**src/rtl/btn_conditioner.sv**
```systemverilog
//-----------------------------------------------------------------------------
// btn_conditioner
//
// Input conditioning for active-low board push-buttons. Each channel runs its
// raw pin through a two-flop synchronizer and a counter-based debounce FSM,
// then produces a clean active-high level plus one-cycle press and release
// pulses. All outputs are registered. Channels are completely independent.
//
// Parameters:
//   NUM_BTN         - number of button channels
//   DEBOUNCE_CYCLES - consecutive stable synchronized samples needed to
//                     commit a level change (>= 2)
//
// Ports:
//   sys_clk     in   system clock, rising edge
//   sys_rst_n   in   asynchronous active-low reset
//   sys_btn     in   raw button pins, active-low, asynchronous to sys_clk
//   btn_level   out  debounced level, 1 = pressed
//   btn_press   out  one-cycle pulse on the rising edge of btn_level
//   btn_release out  one-cycle pulse on the falling edge of btn_level
//-----------------------------------------------------------------------------
`timescale 1ns/1ps

module btn_conditioner #(
  parameter int NUM_BTN         = 2,
  parameter int DEBOUNCE_CYCLES = 270000
) (
  input  logic               sys_clk,
  input  logic               sys_rst_n,
  input  logic [NUM_BTN-1:0] sys_btn,
  output logic [NUM_BTN-1:0] btn_level,
  output logic [NUM_BTN-1:0] btn_press,
  output logic [NUM_BTN-1:0] btn_release
);

  // Counter width is derived; the largest value ever held is DEBOUNCE_CYCLES-1,
  // which always fits in $clog2(DEBOUNCE_CYCLES) bits.
  localparam int CNT_W = (DEBOUNCE_CYCLES > 1) ? $clog2(DEBOUNCE_CYCLES) : 1;
  localparam logic [CNT_W-1:0] CNT_LAST = CNT_W'(DEBOUNCE_CYCLES - 1);
  localparam logic [CNT_W-1:0] CNT_ONE  = CNT_W'(1);

  typedef enum logic [1:0] {
    ST_RELEASED     = 2'd0,
    ST_WAIT_PRESS   = 2'd1,
    ST_HELD         = 2'd2,
    ST_WAIT_RELEASE = 2'd3
  } state_t;

  genvar gi;
  generate
    for (gi = 0; gi < NUM_BTN; gi++) begin : g_ch

      // Synchronizer flops reset to 1 so a reset looks like "released".
      logic r_sync1;
      logic r_sync2;
      // Synchronized sample, active-high (1 = pressed).
      logic w_sample;

      state_t           r_state;
      state_t           w_state_next;
      logic [CNT_W-1:0] r_cnt;
      logic [CNT_W-1:0] w_cnt_next;
      logic             w_cnt_last;

      logic r_level;
      logic r_press;
      logic r_release;
      logic w_level_next;
      logic w_press_next;
      logic w_release_next;

      //-----------------------------------------------------------------------
      // Two-flop synchronizer for the asynchronous pin.
      //-----------------------------------------------------------------------
      always_ff @(posedge sys_clk or negedge sys_rst_n) begin
        if (!sys_rst_n) begin
          r_sync1 <= 1'b1;
          r_sync2 <= 1'b1;
        end else begin
          r_sync1 <= sys_btn[gi];
          r_sync2 <= r_sync1;
        end
      end

      assign w_sample   = ~r_sync2;
      assign w_cnt_last = (r_cnt == CNT_LAST);

      //-----------------------------------------------------------------------
      // State register: FSM state, debounce counter and registered outputs.
      //-----------------------------------------------------------------------
      always_ff @(posedge sys_clk or negedge sys_rst_n) begin
        if (!sys_rst_n) begin
          r_state   <= ST_RELEASED;
          r_cnt     <= '0;
          r_level   <= 1'b0;
          r_press   <= 1'b0;
          r_release <= 1'b0;
        end else begin
          r_state   <= w_state_next;
          r_cnt     <= w_cnt_next;
          r_level   <= w_level_next;
          r_press   <= w_press_next;
          r_release <= w_release_next;
        end
      end

      //-----------------------------------------------------------------------
      // Next-state logic. The counter defaults to zero so that every abort
      // and every commit restarts the count; it only advances while a
      // candidate change keeps being confirmed.
      //-----------------------------------------------------------------------
      always_comb begin
        w_state_next = r_state;
        w_cnt_next   = '0;
        case (r_state)
          ST_RELEASED: begin
            // The first differing sample already counts as one.
            if (w_sample) begin
              w_state_next = ST_WAIT_PRESS;
              w_cnt_next   = CNT_ONE;
            end
          end
          ST_WAIT_PRESS: begin
            if (!w_sample) begin
              w_state_next = ST_RELEASED;
            end else if (w_cnt_last) begin
              w_state_next = ST_HELD;
            end else begin
              w_cnt_next = r_cnt + CNT_ONE;
            end
          end
          ST_HELD: begin
            if (!w_sample) begin
              w_state_next = ST_WAIT_RELEASE;
              w_cnt_next   = CNT_ONE;
            end
          end
          ST_WAIT_RELEASE: begin
            if (w_sample) begin
              w_state_next = ST_HELD;
            end else if (w_cnt_last) begin
              w_state_next = ST_RELEASED;
            end else begin
              w_cnt_next = r_cnt + CNT_ONE;
            end
          end
          default: begin
            w_state_next = ST_RELEASED;
          end
        endcase
      end

      //-----------------------------------------------------------------------
      // Output logic. Pulses fire only on the commit transition, so they are
      // high for exactly one cycle and press/release are mutually exclusive
      // (they come from different states).
      //-----------------------------------------------------------------------
      always_comb begin
        w_press_next   = (r_state == ST_WAIT_PRESS)   &&  w_sample && w_cnt_last;
        w_release_next = (r_state == ST_WAIT_RELEASE) && !w_sample && w_cnt_last;
        w_level_next   = r_level;
        if (w_press_next) begin
          w_level_next = 1'b1;
        end else if (w_release_next) begin
          w_level_next = 1'b0;
        end
      end

      assign btn_level[gi]   = r_level;
      assign btn_press[gi]   = r_press;
      assign btn_release[gi] = r_release;

    end
  endgenerate

endmodule

```
**config.mk**
```make
export PLATFORM = sky130hd
export DESIGN_NAME = btn_conditioner
export DESIGN_NICKNAME = d
export VERILOG_FILES = /design/src/rtl/btn_conditioner.sv
export SDC_FILE = /design/constraint.sdc
export NUM_CORES = 1
export LEC_CHECK = 0
export ABC_AREA = 1
export ABC_CLOCK_PERIOD_IN_PS = 1500
export CAP_MARGIN = 20
export CORE_MARGIN = 3
export CORE_UTILIZATION = 45
export DETAILED_ROUTE_END_ITERATION = 8
export PLACE_DENSITY = 0.63
export SKIP_CTS_REPAIR_TIMING = 1
export SLEW_MARGIN = 20
export SYNTH_ARGS = -nofsm -noshare
export SYNTH_HDL_FRONTEND = slang
export SYNTH_SLANG_ARGS = --single-unit
```
**constraint.sdc**
```tcl
create_clock -name sys_clk -period 1.5 [get_ports sys_clk]
set_clock_uncertainty 0.2 [all_clocks]
set_input_delay 0.225 -clock sys_clk [delete_from_list [all_inputs] [get_ports sys_clk]]
set_output_delay 0.225 -clock sys_clk [all_outputs]
set_load 0.01 [all_outputs]
```
==> results by group, run 1 <==
Floorplanning
  • Die footprint: 7620 um2
  • CORE AREA: 6170 um2
  • I/O pin total: 10
  • Initial core utilization: 48.2%
  • # rows: 28
  • Die width: 87.3 um
  • Die span in y: 87.3 um

Critical path
  • Setup crit start kind: register
  • CP Buf/Inv Count: 2
  • Crit-path cells: ha_4 > nand3_4 > inv_2 > nand3_2 > nor2_4 > nor2_4 > buf_12 > nand2_1 > nor2_1
  • Critical Path End Type: register
  • Crit Reg-Reg Startpoint: g_ch[1].r_cnt[1]$_DFF_PN0_
  • Levels on crit path: 9
  • Critical Path AT: 1.62 ns
  • Worst Setup SP: g_ch[1].r_cnt[1]$_DFF_PN0_
  • Top delay family on crit path: simple AND/OR/NAND/NOR gates
  • Crit-path max cell delay: 0.42 ns
  • CP Max Fanout: 6
  • Critical path class: reg2reg
  • R2R cell count: 9
  • Worst path slowest cell: dfrtp_1
  • Crit path top cell by count: nor2_4
  • CP required: 1.54 ns

Synth
  • Area leader, netlist: dfrtp_1
  • Synth Flop Type: dfrtp_1
  • Most common cell in the netlist: nand2_1
  • Fraction of registers with async set/reset: 100%
  • Synth top cells by count: nand2_1, nor2_1, dfrtp_1
  • Synth Register Bits: 52
  • Cells after synthesis: 388
  • Seq/Total Area, Yosys: 43.9%
  • Yosys top cell area share: 40.4%
  • Top post-synthesis cells by area: dfrtp_1, nand2_1, nor2_1, inv_1, nor2_2
  • Post-synth EDFFs: 0
  • Unique masters post-synth: 31
  • Yosys warns: 0
  • Post-Syn Area: 2970 um2
  • Syn_nets: 394
  • Avg Cell Area, Syn: 7.66 um2

Hold path
  • Worst Hold Class: in2reg
  • WHS Path Cells: 1
  • Hold path startpoint: sys_btn[0]

Run status
  • Failing checks: negative setup slack
  • Status: finished, violations left

Cells and area
  • Design Area, Final: 3950 um2
  • Final #Nets: 470
  • P&R area growth vs syn: 32.9%
  • Final core occ: 64.1%
  • Ant diodes: 0
  • Proportion of layout cells with a drive suffix above 1: 35.7%

Drt
  • DRT Pass-1 Iters: 4
  • WL/cell: 12.1 um
  • ANT nets after route: 0
  • Routed vias/inst: 4.86
  • Number of vias in the routed layout: 2626
  • Initial drt markers: 73
  • Total Wirelength: 6.51 mm
  • DRC violations left: 0

STA
  • Tmin final: 1.58 ns
  • Tightest Pin Transition: 0.290 ns
  • Max-slew violation count: 0
  • Fin. Hold Viols: 0
  • Final setup viols: 42
  • Fin crit share: 105%
  • Post-route setup slack: -0.0775 ns
  • Slew HR: 80.5%
  • Fmax: 634 MHz
  • RSZ-0062 raised after global routing: true

Global route
  • First-pass GRT wire length: 11.1 mm
  • Vias in the first global route: 2596
  • Largest net degree at the start of global routing: 53
  • Congestion Overflow GR: 0
  • Initial antenna violation count: 0
  • GRT Overall Usage: 18.3%

Pwr
  • Peak supply drop: 0.460 mV
  • PD cells: 620 nW/um2
  • P_leak: 1.83 nW

Place
  • Placed cell area: 3600 um2
  • Placer Congestion: 0.912
  • Buffers on Ports: 9
  • Dpl hpwl: 4.82 mm

Clock tree
  • Htree depth: 2
  • CTS tree: built
  • CTS root buf: clkbuf_8
  • Worst-path clk slew: 0.09 ns
  • Sink Count: 52
  • Clock latency on the worst-skew pair: 0.32 ns
  • Max clock buf depth: 2
  • TritonCTS Buffers: 5

Run
  • Max-Cap Viols: 0
[worst reg2reg max path: cells and delay by family, from the launching register on]
family / cells / cell delay (ns)
fa+ha+maj: 1 / 0.18
buf+inv: 2 / 0.18
flops: 1 / 0.42
simple gates: 6 / 0.53
[final cells by class]
class                   count  area [um2]
repair inverters            1        6.26
clock inverters             2        15.0
flip-flops and latches     52        1320
well taps                  75        93.8
fillers                   519        2210
repair buffers             76         651
inverters                  45         181
multi-input cells         283        1610
clock buffers               6        82.6
[registers in the layout, summed over array words and instances (netlist names), named ones only]
register / cells
g_ch.r_sync1: 2
g_ch.r_cnt: 38
g_ch.r_press: 2
g_ch.r_level: 2
g_ch.r_release: 2
g_ch.r_state: 2
g_ch.r_sync2: 2
[report_power, final]
| part | leakage [nW] | switching (W) | total, W | internal, W |
|---|---|---|---|---|
| clock | 0.0434 | 0.000486 | 0.000860 | 0.000375 |
| sequential | 0.692 | 0.0000172 | 0.00144 | 0.00142 |
| combinational | 1.09 | 0.0000913 | 0.000154 | 0.0000622 |
[placed cells by master (no fill, tap or decap), types with 2 or more instances in the layout]
master,count
clkinvlp_4,2
nand4_1,9
nand2_2,16
clkdlybuf4s50_1,2
nor2_2,27
nand3_2,3
nor2_4,9
xnor2_1,4
buf_4,61
nor2_8,2
xor2_1,10
clkbuf_8,6
dfstp_2,4
o21ai_1,4
dfrtp_1,41
dlymetal6s2s_1,6
dfrtp_2,7
nand2_1,94
nor2_1,61
buf_12,3
ha_4,2
nand3_4,3
buf_6,2
nor3_2,4
a21oi_1,4
nor3_1,6
inv_2,2
nand3_1,12
inv_4,2
inv_1,40
nand2_4,4
o21ai_0,2
[kinds of logic (layout without fill, tap and decap cells)]
| group | count (synthesis) | after routing | share of synthesized area (%) |
|---|---|---|---|
| buf+inv | 54 | 130 | 8.46 |
| simple gates | 251 | 252 | 39.5 |
| xor+xnor | 16 | 16 | 4.97 |
| flops | 52 | 52 | 43.9 |
| fa+ha+maj | 2 | 2 | 0.842 |
| compound gates | 13 | 13 | 2.31 |
[worst paths after layout]
path / end / slack, ns
worst max-delay path: g_ch[1].r_cnt[12]$_DFF_PN0_ / -0.08
worst min-delay path: g_ch[0].r_sync1$_DFF_PN1_ / 0.12
max in group asynchronous: g_ch[1].r_sync2$_DFF_PN1_ / 0.57
worst min register to register: g_ch[0].r_sync2$_DFF_PN1_ / 0.16
worst max register to register: g_ch[1].r_cnt[12]$_DFF_PN0_ / -0.08
min in group asynchronous: g_ch[0].r_press$_DFF_PN0_ / 0.22
[through the flow]
step	worst slack [ns]	instances	hold WS [ns]	power, W	TNS, ns
finish	-0.0775	540	0.119	0.00245	-1.41
global route	-0.164	540	0.108	0.00255	-5.24
CTS	-0.141	533	-0.305	0.00246	-4.09
detailed placement	-0.108	525	0.0424	0.00160	-2.74
global placement	-0.0694	525	0.0376	0.00159	-1.45
floorplan	-0.0505	388	-0.271	0.00152	-0.526
[per-layer routing]
layer	part of all wire, %	wire length (um)	GRT usage, %	vias up
met5	0	0	0	-
li1	-	-	-	1349
met2	52	3400	33.5	48
met1	41	2680	21.0	1212
met4	3.5	227	7.81	0
met3	3.1	200	2.55	17
Power figures use the tool's default switching activity.
==> run 2, diff against run 1 <==
ABC_AREA = 0   (was 1)
==> run 2 against run 1 <==
Against the previous run:
- the run still ends with negative setup slack left
- setup slack got worse by 0.23 ns
- power is 4.8% higher
- flip-flop and latch count unchanged
- die area decreased by 14%
- combinational power increased by 3%
- critical endpoint is now g_ch[0].r_level$_DFFE_PN0P_
- largest power group unchanged
- highest routed layer unchanged
==> results by group, run 2 <==
Clock tree
  • Worst-path clk slew: 0.09 ns (about the same)
  • TritonCTS Buffers: 5 (unchanged)
  • Htree depth: 2 (unchanged)
  • Sink Count: 52 (unchanged)
  • Max clock buf depth: 2 (unchanged)
  • Clock latency on the worst-skew pair: 0.31 ns (about the same)
  • CTS root buf: clkbuf_8
  • CTS tree: built

Pwr
  • PD cells: 698 nW/um2 (+12%)
  • Peak supply drop: 0.606 mV (+32%)
  • P_leak: 1.71 nW (-6.3%)

STA
  • Slew HR: 79.2% (-1.3 points)
  • Tightest Pin Transition: 0.309 ns (+0.0189 ns)
  • Final setup viols: 45 (+7.1%)
  • Post-route setup slack: -0.311 ns (-0.234 ns)
  • Fmax: 552 MHz (-13%)
  • Tmin final: 1.81 ns (+0.234 ns)
  • RSZ-0062 raised after global routing: true
  • Fin crit share: 121% (+16 points)
  • Fin. Hold Viols: 0 (unchanged)
  • Max-slew violation count: 0 (unchanged)
  • Setup_tns: -9.08 ns (-7.67 ns)

Synth
  • Post-Syn Area: 2540 um2 (-15%)
  • Fraction of registers with async set/reset: 100% (unchanged)
  • Area leader, netlist: dfrtp_1
  • Synth top cells by count: dfrtp_1, nor2_1, xor2_1
  • Seq/Total Area, Yosys: 51.5% (+7.6 points)
  • Yosys top cell area share: 47.4% (+7.0 points)
  • Post-synth EDFFs: 0 (unchanged)
  • Synth Flop Type: dfrtp_1
  • Cells after synthesis: 244 (-37%)
  • Top post-synthesis cells by area: dfrtp_1, xor2_1, nor2_1, dfstp_2, nand4_1
  • Most common cell in the netlist: dfrtp_1
  • Avg Cell Area, Syn: 10.4 um2 (+36%)
  • Yosys warns: 0 (unchanged)
  • Unique masters post-synth: 43 (+39%)
  • Synth Register Bits: 52 (unchanged)
  • Syn_nets: 250 (-37%)

Floorplanning
  • I/O pin total: 10 (unchanged)
  • Die footprint: 6570 um2 (-14%)
  • Initial core utilization: 48.1% (-0.090 points)
  • Die span in y: 81.1 um (-7.1%)
  • CORE AREA: 5270 um2 (-15%)
  • # rows: 26 (-7.1%)
  • Die width: 81.1 um (-7.1%)

Drt
  • ANT nets after route: 0 (unchanged)
  • WL met3: 196 um (-2.0%)
  • Routed metal-1 wirelength: 2.99 mm (+11%)
  • DRT Pass-1 Iters: 5 (+1)
  • Routed vias/inst: 5.23 (+7.6%)
  • DR top layer: met4
  • Total Wirelength: 6.10 mm (-6.3%)
  • Routed wl met2: 2.85 mm (-16%)
  • WL/cell: 15.3 um (+27%)
  • DRC violations left: 0 (unchanged)
  • Initial drt markers: 174 (+140%)
  • Number of vias in the routed layout: 2082 (-21%)

Run status
  • Status: finished, violations left
  • Failing checks: negative setup slack

Cells and area
  • Ant diodes: 0 (unchanged)
  • P&R area growth vs syn: 45.1%
  • Final #Nets: 333 (-29%)
  • Design Area, Final: 3680 um2 (-6.8%)
  • Largest register by flop count: g_ch.r_cnt
  • Most common cell after layout, fill and taps aside: buf_4
  • # fillers: 415 (-20%)
  • Most frequent cells in the layout: buf_4, dfrtp_1, nor2_1, xor2_1, nand4_1
  • Max reg flops: 38 (unchanged)
  • Proportion of layout cells with a drive suffix above 1: 43.9% (+8.2 points)

Run
  • Max-Cap Viols: 0 (unchanged)

Critical path
  • Critical Path End Type: register
  • Crit-path cells: nor4_2 > nand4_1 > buf_6 > o21ai_1 > or3b_1
  • CP Max Fanout: 5 (-1)
  • Setup crit start kind: register
  • Crit-path max cell delay: 0.41 ns (about the same)
  • CP Buf/Inv Count: 1 (-1)
  • Critical Path AT: 1.81 ns (+0.19 ns)
  • Worst path slowest cell: dfrtp_1
  • Critical path class: reg2reg
  • CP required: 1.50 ns (-0.04 ns)
  • Crit Reg-Reg Startpoint: g_ch[0].r_cnt[8]$_DFF_PN0_
  • Top delay family on crit path: simple AND/OR/NAND/NOR gates
  • Worst Setup SP: g_ch[0].r_cnt[8]$_DFF_PN0_

Place
  • Buffers on Ports: 9 (unchanged)
  • Dpl hpwl: 3.94 mm (-18%)
  • Placer Congestion: 0.827 (-9.3%)
  • Placed cell area: 3250 um2 (-9.7%)

Hold path
  • Worst Hold Class: in2reg
  • Hold path startpoint: sys_btn[1]

Global route
  • First-pass GRT wire length: 9.67 mm (-13%)
  • Largest net degree at the start of global routing: 53 (unchanged)
  • Congestion Overflow GR: 0 (unchanged)
  • Initial antenna violation count: 0 (unchanged)
  • Vias in the first global route: 2106 (-19%)
  • GRT Overall Usage: 19.0% (+0.75 points)
## run 2: cell count changes after synthesis, sizes merged, moves of 3 or more
cell / delta
nand4: +4
and4: +8
nor3: -5
nand2: -98
nand3: -4
and2: +3
inv: -38
and3: +5
a21oi: +3
xor2: +12
or3: +5
nor2: -66
nor4: +6
## run 2: layer usage
layer	vias up	global-route usage, %
li1	1015	-
met1	1032	27.5
met2	30	29.1
met3	5	3.99
met4	0	5.24
met5	-	0
## run 2: path summary, 6_finish.rpt
path / endpoint / slack (ns) / depth (start not counted)
hold reg to reg: g_ch[1].r_sync2$_DFF_PN1_ / 0.16 / 0
max in group asynchronous: g_ch[1].r_sync1$_DFF_PN1_ / 0.60 / 3
setup / recovery: g_ch[0].r_level$_DFFE_PN0P_ / -0.31 / 5
setup reg to reg: g_ch[0].r_level$_DFFE_PN0P_ / -0.31 / 5
min in group asynchronous: g_ch[0].r_cnt[7]$_DFF_PN0_ / 0.22 / 3
hold / removal: g_ch[1].r_sync1$_DFF_PN1_ / 0.11 / 1
## run 2: area by class of cell
class                           instances  area (um2)  share of cell area, %
Clock buffer                            6        72.6                   1.97
Clock inverter                          2        35.0                  0.952
Inverter                                7        26.3                  0.714
Multi-Input combinational cell        174        1390                   37.8
Sequential cell                        52        1310                   35.6
Tap cell                               70        87.6                   2.38
Timing Repair Buffer                   87         756                   20.5
## run 2: worst register-to-register path: cells and delay by family, from the launching register on
| family | cells | cell delay, ns |
|---|---|---|
| AOI/OAI and AO/OA | 1 | 0.13 |
| DFF | 1 | 0.41 |
| and+or+nand+nor | 3 | 0.79 |
| buffers and inverters | 1 | 0.17 |
## run 2: cells by family (layout without fill, tap and decap cells)
group	count (synthesis)	after routing	synth area share, %
XOR/XNOR	29	29	10.0
multiplexers	2	2	0.789
AO/OA/AOI/OAI	22	22	5.48
flip-flops	52	52	51.5
adder cells (fa/ha/maj)	2	2	0.987
AND/OR/NAND/NOR	119	119	26.9
buffers and inverters	18	102	4.34
## run 2: through the flow
| step | instances | power, W | setup slack (ns) | hold slack (ns) | util, % |
|---|---|---|---|---|---|
| CTS | 389 | 0.00256 | -0.318 | -0.298 | 63.7 |
| floorplan | 244 | 0.00151 | -0.282 | -0.271 | - |
| detailed placement | 381 | 0.00160 | -0.311 | 0.0377 | 61.7 |
| global route | 398 | 0.00265 | -0.378 | 0.107 | 69.8 |
| global placement | 381 | 0.00160 | -0.217 | 0.0375 | 61.7 |
| finish | 398 | 0.00257 | -0.311 | 0.106 | 69.8 |
## run 2: power by group
group | total [W] | leakage [nW] | internal, W | switching, W
sequential | 0.00143 | 0.698 | 0.00142 | 0.0000111
combinational | 0.000158 | 0.959 | 0.0000711 | 0.0000870
clock | 0.000979 | 0.0552 | 0.000496 | 0.000483
==> run 3, diff against run 2 <==
CORE_UTILIZATION = 54   (was 45)
PLACE_DENSITY = 0.74   (was 0.63)
==> run 3 against run 2 <==
Against the previous run:
- the run still ends with negative setup slack left
- via count is 0.29% higher
- setup slack lost 0.0077 ns
- utilization rose by 6.9 points
- maximum frequency is 0.42% lower
- worst hold slack better by 0.029 ns
- largest cell class is now flip-flops and latches
==> results by group, run 3 (synthesis gave the netlist of run 2 again) <==
Clock tree
  • CTS tree: built
  • Max clock buf depth: 2 (unchanged)
  • Htree depth: 2 (unchanged)
  • Worst-path clk slew: 0.09 ns (about the same)
  • Sink Count: 52 (unchanged)
  • CTS root buf: clkbuf_8
  • TritonCTS Buffers: 5 (unchanged)
  • Clock latency on the worst-skew pair: 0.31 ns (about the same)

Floorplanning
  • CORE AREA: 4440 um2 (-16%)
  • Die footprint: 5550 um2 (-15%)
  • # rows: 24 (-7.7%)
  • Die span in y: 74.5 um (-8.1%)
  • Initial core utilization: 57.1% (+8.9 points)
  • Die width: 74.5 um (-8.1%)
  • I/O pin total: 10 (unchanged)

Drt
  • DRT Pass-1 Iters: 4 (-1)
  • WL met3: 282 um (+44%)
  • Routed metal-1 wirelength: 2.67 mm (-11%)
  • Routed vias/inst: 5.61 (+7.3%)
  • DRC violations left: 0 (unchanged)
  • WL/cell: 16.5 um (+7.9%)
  • Total Wirelength: 6.15 mm (+0.84%)
  • Initial drt markers: 215 (+24%)
  • Routed wl met2: 3.09 mm (+8.4%)
  • ANT nets after route: 0 (unchanged)
  • Number of vias in the routed layout: 2088 (+0.29%)
  • DR top layer: met4

Critical path
  • Crit Reg-Reg Startpoint: g_ch[0].r_cnt[14]$_DFF_PN0_
  • Critical Path AT: 1.85 ns (+0.04 ns)
  • CP required: 1.53 ns (+0.03 ns)
  • Setup crit start kind: register
  • Worst path slowest cell: dfrtp_1
  • Critical Path End Type: register
  • Worst Setup SP: g_ch[0].r_cnt[14]$_DFF_PN0_
  • CP Max Fanout: 5 (unchanged)
  • Crit-path cells: nor3b_1 > nand4_1 > buf_6 > nor3_2 > mux2i_1
  • Top delay family on crit path: simple AND/OR/NAND/NOR gates
  • Critical path class: reg2reg
  • CP Buf/Inv Count: 1 (unchanged)
  • Crit-path max cell delay: 0.40 ns (about the same)

Pwr
  • PD cells: 707 nW/um2 (+1.3%)
  • P_leak: 1.60 nW (-6.5%)
  • Peak supply drop: 0.579 mV (-4.5%)

Cells and area
  • Final core occ: 76.8% (+6.9 points)
  • Most frequent cells in the layout: buf_4, dfrtp_1, nor2_1, xor2_1
  • Ant diodes: 0 (unchanged)
  • Most common cell after layout, fill and taps aside: buf_4
  • Proportion of layout cells with a drive suffix above 1: 34.4% (-9.5 points)
  • Fin cells: 372 (-6.5%)
  • Largest register by flop count: g_ch.r_cnt
  • Max reg flops: 38 (unchanged)
  • Final #Nets: 325 (-2.4%)
  • P&R area growth vs syn: 34.5%

Place
  • Dpl hpwl: 4.26 mm (+8.1%)
  • Dpl ws: -0.326 ns (-0.0147 ns)
  • Placer Congestion: 0.901 (+9.0%)
  • Post-Place Cells: 359 (-5.8%)
  • Buffers on Ports: 9 (unchanged)

Global route
  • Initial antenna violation count: 0 (unchanged)
  • Largest net degree at the start of global routing: 53 (unchanged)
  • First-pass GRT wire length: 10.1 mm (+5.0%)
  • Vias in the first global route: 2177 (+3.4%)
  • Congestion Overflow GR: 0 (unchanged)
  • GRT Overall Usage: 24.2% (+5.1 points)

STA
  • RSZ-0062 raised after global routing: true
  • Fmax: 550 MHz (-0.42%)
  • Tightest Pin Transition: 0.424 ns (+0.115 ns)
  • Slew HR: 71.5% (-7.8 points)
  • Hold WS: 0.134 ns (+0.0287 ns)
  • Fin crit share: 121% (+0.51 points)
  • Tmin final: 1.82 ns (+0.00767 ns)
  • Setup_tns: -12.07 ns (-3.00 ns)
  • Final setup viols: 46 (+2.2%)
  • Fin. Hold Viols: 0 (unchanged)
  • Post-route setup slack: -0.319 ns (-0.00767 ns)
  • Max-slew violation count: 0 (unchanged)

Run status
  • Failing checks: negative setup slack
  • Status: finished, violations left

Run
  • Max-Cap Viols: 0 (unchanged)

Hold path
  • Hold path startpoint: sys_btn[0]
  • Worst Hold Class: in2reg
-- run 3: cell count changes in the layout (fill, tap and decap cells not counted), sizes merged --
cell / change
buf: -8
clkbuf: +2
bufinv: -1
clkinv: -1
-- run 3: path summary, 6_finish.rpt --
check,slack [ns],to,depth (start not counted)
hold reg to reg,0.16,g_ch[0].r_sync2$_DFF_PN1_,0
max in group asynchronous,0.57,g_ch[0].r_sync1$_DFF_PN1_,3
setup / recovery,-0.32,register,5
hold / removal,0.13,g_ch[0].r_sync1$_DFF_PN1_,1
min in group asynchronous,0.23,g_ch[1].r_cnt[9]$_DFF_PN0_,3
setup reg to reg,-0.32,register,5
-- run 3: layout make-up --
cell class,instances,area [um2]
Clock buffer,8,90.1
Fill cell,288,1030
Inverter,7,26.3
Sequential cell,52,1310
Multi-Input combinational cell,174,1240
Tap cell,52,65.1
Timing Repair Buffer,79,677
-- run 3: power breakdown --
part	total, W	switching (W)	internal, W
combinational	0.000151	0.0000840	0.0000674
sequential	0.00143	0.0000124	0.00142
clock	0.000827	0.000449	0.000378
-- run 3: per-stage QoR --
step / cell area (um2) / power [W]
floorplan: 2620 / 0.00151
global placement: 3200 / 0.00160
detailed placement: 3200 / 0.00161
CTS: 3290 / 0.00241
global route: 3410 / 0.00250
finish: 3410 / 0.00241
-- run 3: routing by layer --
| metal | global-route usage (%) | up-vias |
|---|---|---|
| li1 | - | 1001 |
| met1 | 31.9 | 1024 |
| met2 | 39.2 | 49 |
| met3 | 5.68 | 14 |
| met4 | 8.50 | 0 |
| met5 | 0 | - |
